===== src/rtl/bcd_seg_scanner.sv =====
// rtl/bcd_seg_scanner.sv - 4-digit multiplexed common-anode seven-segment scanner for BCD digits
//
// Purpose: scans four BCD digits onto a multiplexed common-anode display, one
// digit per prescaled slot. At each frame start all digits and decimal points
// are snapshotted, so the display never tears mid-frame.
//
// Optional feature: define LEADING_ZERO_BLANK_EN to blank the leading zero
// digits (digit3 down to digit1). Digit0 is never blanked. Without the macro,
// every digit is decoded.
//
// Ports:
//   i_clk     system clock, rising edge
//   i_clr     synchronous active-high reset, overrides all other inputs
//   i_en      scan enable; 0 freezes the prescaler, digit select and outputs
//   i_digits  [3:0]=digit0 (LSD) .. [15:12]=digit3 (MSD)
//   i_dp_in   per-digit decimal point, 1=lit
//   o_seg     active-low segments {g,f,e,d,c,b,a}
//   o_dp      active-low decimal point
//   o_an      active-low anode select, o_an[i] enables digit i
//   o_frame   one-cycle pulse when digit0 of a new frame is first shown
module bcd_seg_scanner #(
  parameter int DIV_W = 16,
  parameter int DIV   = 4
) (
  input  logic        i_clk,
  input  logic        i_clr,
  input  logic        i_en,
  input  logic [15:0] i_digits,
  input  logic [3:0]  i_dp_in,
  output logic [6:0]  o_seg,
  output logic        o_dp,
  output logic [3:0]  o_an,
  output logic        o_frame
);

  localparam logic [DIV_W-1:0] L_LAST = DIV_W'(DIV - 1);

  logic [DIV_W-1:0] r_cnt;
  logic [1:0]       r_sel;
  logic [15:0]      r_shadow;
  logic [3:0]       r_shadow_dp;
  logic             r_blank;

  logic        w_tick;
  logic        w_frame_start;
  logic [1:0]  w_sel_nxt;
  logic [15:0] w_shadow_nxt;
  logic [3:0]  w_shadow_dp_nxt;
  logic        w_blank_nxt;
  logic [3:0]  w_digit;
  logic [3:0]  w_lzb;
  logic [6:0]  w_seg_nxt;
  logic [3:0]  w_an_nxt;

  function automatic logic [6:0] f_decode(input logic [3:0] d);
    logic [6:0] s;
    case (d)
      4'd0:    s = 7'b1000000;
      4'd1:    s = 7'b1111001;
      4'd2:    s = 7'b0100100;
      4'd3:    s = 7'b0110000;
      4'd4:    s = 7'b0011001;
      4'd5:    s = 7'b0010010;
      4'd6:    s = 7'b0000010;
      4'd7:    s = 7'b1111000;
      4'd8:    s = 7'b0000000;
      4'd9:    s = 7'b0010000;
      default: s = 7'b0111111;  // non-BCD shows a dash
    endcase
    return s;
  endfunction

  // Outputs are registered from the next-state values, so they change on the
  // same edge as the digit select and never see the inputs combinationally.
  always_comb begin
    w_tick          = i_en && (r_cnt == L_LAST);
    w_frame_start   = w_tick && (r_sel == 2'd3);
    w_sel_nxt       = r_sel + 2'd1;
    w_shadow_nxt    = w_frame_start ? i_digits : r_shadow;
    w_shadow_dp_nxt = w_frame_start ? i_dp_in : r_shadow_dp;
    // Blanking only ever clears at a frame start; reset is the only way back.
    w_blank_nxt     = r_blank && !w_frame_start;

    w_digit = 4'h0;
    case (w_sel_nxt)
      2'd0: w_digit = w_shadow_nxt[3:0];
      2'd1: w_digit = w_shadow_nxt[7:4];
      2'd2: w_digit = w_shadow_nxt[11:8];
      2'd3: w_digit = w_shadow_nxt[15:12];
      default: w_digit = 4'h0;
    endcase

`ifdef LEADING_ZERO_BLANK_EN
    // A digit is blank only if it and every more-significant digit are zero.
    w_lzb[3] = (w_shadow_nxt[15:12] == 4'd0);
    w_lzb[2] = w_lzb[3] && (w_shadow_nxt[11:8] == 4'd0);
    w_lzb[1] = w_lzb[2] && (w_shadow_nxt[7:4] == 4'd0);
    w_lzb[0] = 1'b0;
`else
    w_lzb = 4'b0000;
`endif

    w_seg_nxt = w_lzb[w_sel_nxt] ? 7'b1111111 : f_decode(w_digit);
    w_an_nxt  = ~(4'b0001 << w_sel_nxt);
  end

  always_ff @(posedge i_clk) begin
    if (i_clr) begin
      r_cnt       <= '0;
      r_sel       <= 2'd3;
      r_shadow    <= 16'h0;
      r_shadow_dp <= 4'h0;
      r_blank     <= 1'b1;
      o_an        <= 4'b1111;
      o_seg       <= 7'b1111111;
      o_dp        <= 1'b1;
      o_frame     <= 1'b0;
    end else begin
      // The frame marker is a single-cycle pulse; it drops on the next edge
      // whether or not the scan is enabled.
      o_frame <= w_frame_start;
      if (i_en) begin
        if (w_tick) begin
          r_cnt       <= '0;
          r_sel       <= w_sel_nxt;
          r_shadow    <= w_shadow_nxt;
          r_shadow_dp <= w_shadow_dp_nxt;
          r_blank     <= w_blank_nxt;
          if (w_blank_nxt) begin
            o_an  <= 4'b1111;
            o_seg <= 7'b1111111;
            o_dp  <= 1'b1;
          end else begin
            o_an  <= w_an_nxt;
            o_seg <= w_seg_nxt;
            o_dp  <= ~w_shadow_dp_nxt[w_sel_nxt];
          end
        end else begin
          r_cnt <= r_cnt + DIV_W'(1);
        end
      end
    end
  end

endmodule


===== config.mk =====
export PLATFORM = sky130hd
export DESIGN_NAME = bcd_seg_scanner
export DESIGN_NICKNAME = d
export VERILOG_FILES = /design/src/rtl/bcd_seg_scanner.sv
export SDC_FILE = /design/constraint.sdc
export NUM_CORES = 1
export LEC_CHECK = 0
export CORE_MARGIN = 5
export CORE_UTILIZATION = 48
export DETAILED_ROUTE_END_ITERATION = 16
export PLACE_DENSITY_LB_ADDON = 0.1
export SLEW_MARGIN = 25
export SYNTH_ARGS = -nofsm -noshare
export SYNTH_HDL_FRONTEND = slang
export SYNTH_SLANG_ARGS = --single-unit

===== constraint.sdc =====
create_clock -name i_clk -period 4.85 [get_ports i_clk]
set_clock_uncertainty 0.05 [all_clocks]
set_input_delay 0.97 -clock i_clk [delete_from_list [all_inputs] [get_ports i_clk]]
set_output_delay 0.97 -clock i_clk [all_outputs]
set_load 0.02 [all_outputs]

==> results.md, run 1 <==
- Tightest Pin Transition: 0.573 ns
- Site row count: 26
- Required time worst endpoint: 4.97 ns
- Layout overhead on the synthesized area: 20.5%
- Critical path startpoint: i_en
- Post-synthesis async set-or-reset flop share: 0%
- R2R depth: 14
- Setup TNS Final: 0 ns
- CTS Sinks: 52
- Die ar.: 0.00671 mm²
- Worst Path Max Fanout: 11
- Synthesis warning total: 0
- CTS max path bufs: 2
- Routed wire length: 4940 µm
- Pleak: 1.29 nW
- Worst reg2reg endpoint: o_seg[5]
- Total power: 739 µW
- Most used DFF post-synth: dfxtp_1
- Share of the synthesized area in the top cell type: 42.0%
- Worst Setup End Kind: flip-flop
- RSZ-0062 raised after global routing: false
- PortBufs: 35
- Number of synthesized flops with an enable pin: 0
- Status: finished clean
- Cell count after synthesis: 263
- Synth cell count leaders: dfxtp_1, nor2_1, mux2i_1, nand2_1, a21oi_1
- Diodes inserted: 0
- Post-DP HPWL: 3740 µm
- Fin crit share: 86.4%
- Inserted Clock Buffers: 5
- TritonRoute pass-1 iters: 6
- Final WS setup: 0.660 ns
- Max cap viols: 0
- #FFs+latches synth: 52
- Initial drt markers: 86
- Top cells by area, synth: dfxtp_1, mux2i_1, ha_1, nor2_1, nand2_1
- Share of cells above drive strength 1: 8.39%
- I/O pin total: 36
- Initial Utilization: 48.9%
- Cell Area, Synth: 0.00248 mm²
- Hold Path Class: reg2reg
- Setup CP Type: in2reg
- First-pass GRT wire length: 8480 µm
- Worst-Skew Late Latency: 0.30 ns
- Initial antenna violation count: 0
- Fillers: 480
- Final Hold Vio Count: 0
- DR WL/cell: 13.4 µm
- Via count: 1845
- Die W: 81.9 µm
- Sequential share of the synthesized area: 42.0%
- Drt drc: 0
- CTS tree: yes
- Clock transition at path regs: 0.09 ns
- Reg-to-reg slack, setup: 1.31 ns
- Peak supply drop: 0.181 mV
- Peak Freq: 239 MHz
- Max-slew headroom: 61.8%
- Sequential cell area: 0.00104 mm²
- Gr ovfl total: 0
- Finished Cell Area: 0.00299 mm²
- Yosys top cell by area: dfxtp_1
- Nets@finish: 332
- Worst r2r src: r_cnt[0]
- Dpl ws: 0.330 ns
- Vias per cell: 5.01
- CP startpoint kind: primary input
- Root buf cell: clkbuf_8
- Max-slew violation count: 0
- Syn_nets: 298
- DRT antenna net count: 0
- Final setup violation count: 0
- Post-CTS setup buffers: 0
- Top-count cell post-synth: dfxtp_1
- Largest net degree at the start of global routing: 30
- Core footprint: 0.00507 mm²
- Placed inst area: 0.00290 mm²
- Final Critical Period: 4.19 ns
- Avg Cell Area, Syn: 9.43 µm²
- CTS Hold Bufs: 0
- Area occupied by multi-input gates: 0.00134 mm²
- H-tree Lvls: 2
- Number of global-route vias before repair: 1762
- Pwr/cell area: 247 mW/mm²
- Crit path to: o_seg[5]
- Die Height: 81.9 µm
- Arrival time worst endpoint: 4.31 ns
- GRT Util Overall: 16.3%
- Final Wtd Congestion: 0.797
- Post-synth cell types: 51
- PostCTS Resize Cnt: 0
-- cells in the final DEF (no fill, tap or decap), types with 2 or more instances in the layout --
cell              n
nor2b_1           6
a21o_1            2
xor2_1            8
clkdlybuf4s50_1  35
nand2_1          19
inv_1            10
nor4_1            2
nand2b_1          4
nor2_1           39
o31a_1            2
nor3b_1           2
nor4_2            2
a311oi_1          2
ha_1             12
and3_1            3
or3_1             5
a211oi_1          2
nor3_1            2
nand3_1           2
nand4_1           4
xnor2_1           2
and2_1            2
clkbuf_8          6
a211o_1           2
a21boi_0          2
a21oi_1          13
dfxtp_1          52
mux2_2            6
buf_4             5
mux2i_1          19
o21ai_0           5
-- report_power, final --
part / leakage (nW) / internal [mW] / switching [mW]
combinational: 0.823 / 0.0292 / 0.0249
sequential: 0.420 / 0.430 / 0.00271
clock: 0.0445 / 0.116 / 0.136
-- logic make-up after synthesis --
| kind of cell | Yosys count | share of synthesized area [%] |
|---|---|---|
| buffers and inverters | 23 | 3.93 |
| adder cells (fa/ha/maj) | 12 | 6.05 |
| multiplexers | 28 | 12.4 |
| XOR/XNOR | 10 | 3.53 |
| flip-flops | 52 | 42.0 |
| AO/OA/AOI/OAI | 39 | 11.0 |
| AND/OR/NAND/NOR | 99 | 21.2 |
-- per-layer routing --
layer	share of wire, %	track usage, %
met5	0	0
met4	0.97	4.98
met3	4.1	3.29
met2	44	25.0
met1	51	22.8
-- state kept, by name, summed over array words and instances, names as in the netlist --
register,flops
r_shadow,16
o_dp,1
r_sel,2
o_frame,1
r_shadow_dp,4
r_cnt,16
r_blank,1
o_an,4
o_seg,7
-- layout make-up --
| type | instances | area share (%) |
|---|---|---|
| clock buffers | 7 | 2.89 |
| clock inverters | 1 | 0.251 |
| inverters | 10 | 1.26 |
| multi-input cells | 188 | 44.9 |
| flip-flops and latches | 52 | 34.8 |
| well taps | 70 | 2.93 |
| repair buffers | 40 | 13.0 |
-- per-stage QoR --
step | hold WS, ns | instances | utilization [%]
floorplan | 0.401 | 263 | -
global placement | 0.399 | 360 | 57.1
detailed placement | 0.424 | 360 | 57.1
CTS | 0.445 | 368 | 58.9
global route | 0.468 | 368 | 58.9
finish | 0.441 | 368 | 58.9
-- how the worst min path moves through the flow --
stage | end | start | cells past startpoint
3_3_place_gp | o_an[0] | o_an[0] | 2
5_1_grt | o_an[2] | o_an[2] | 2
6_report | o_seg[3] | o_seg[3] | 2
4_1_cts | o_an[0] | o_an[0] | 2
2_1_floorplan | r_blank | r_blank | 1
3_5_place_dp | o_an[0] | o_an[0] | 2
-- worst max-delay path, stage by stage --
cell	delay, ns
clkdlybuf4s50_1	0.59
and4bb_1	0.28
nand4_4	0.18
or2_1	0.46
mux2_1	0.40
a22o_1	0.23
o31a_1	0.39
inv_1	0.14
ha_1	0.19
inv_1	0.04
mux2i_1	0.12
a21o_1	0.13
o211a_1	0.14
nor3_1	0.05
No activity file was read; power rests on OpenSTA's default activity.
==> run 2: changes to the inputs <==
- SLEW_MARGIN: 25 -> 20
==> results of run 2 <==
The final DEF is identical to that of run 1; final timing and power are the same.
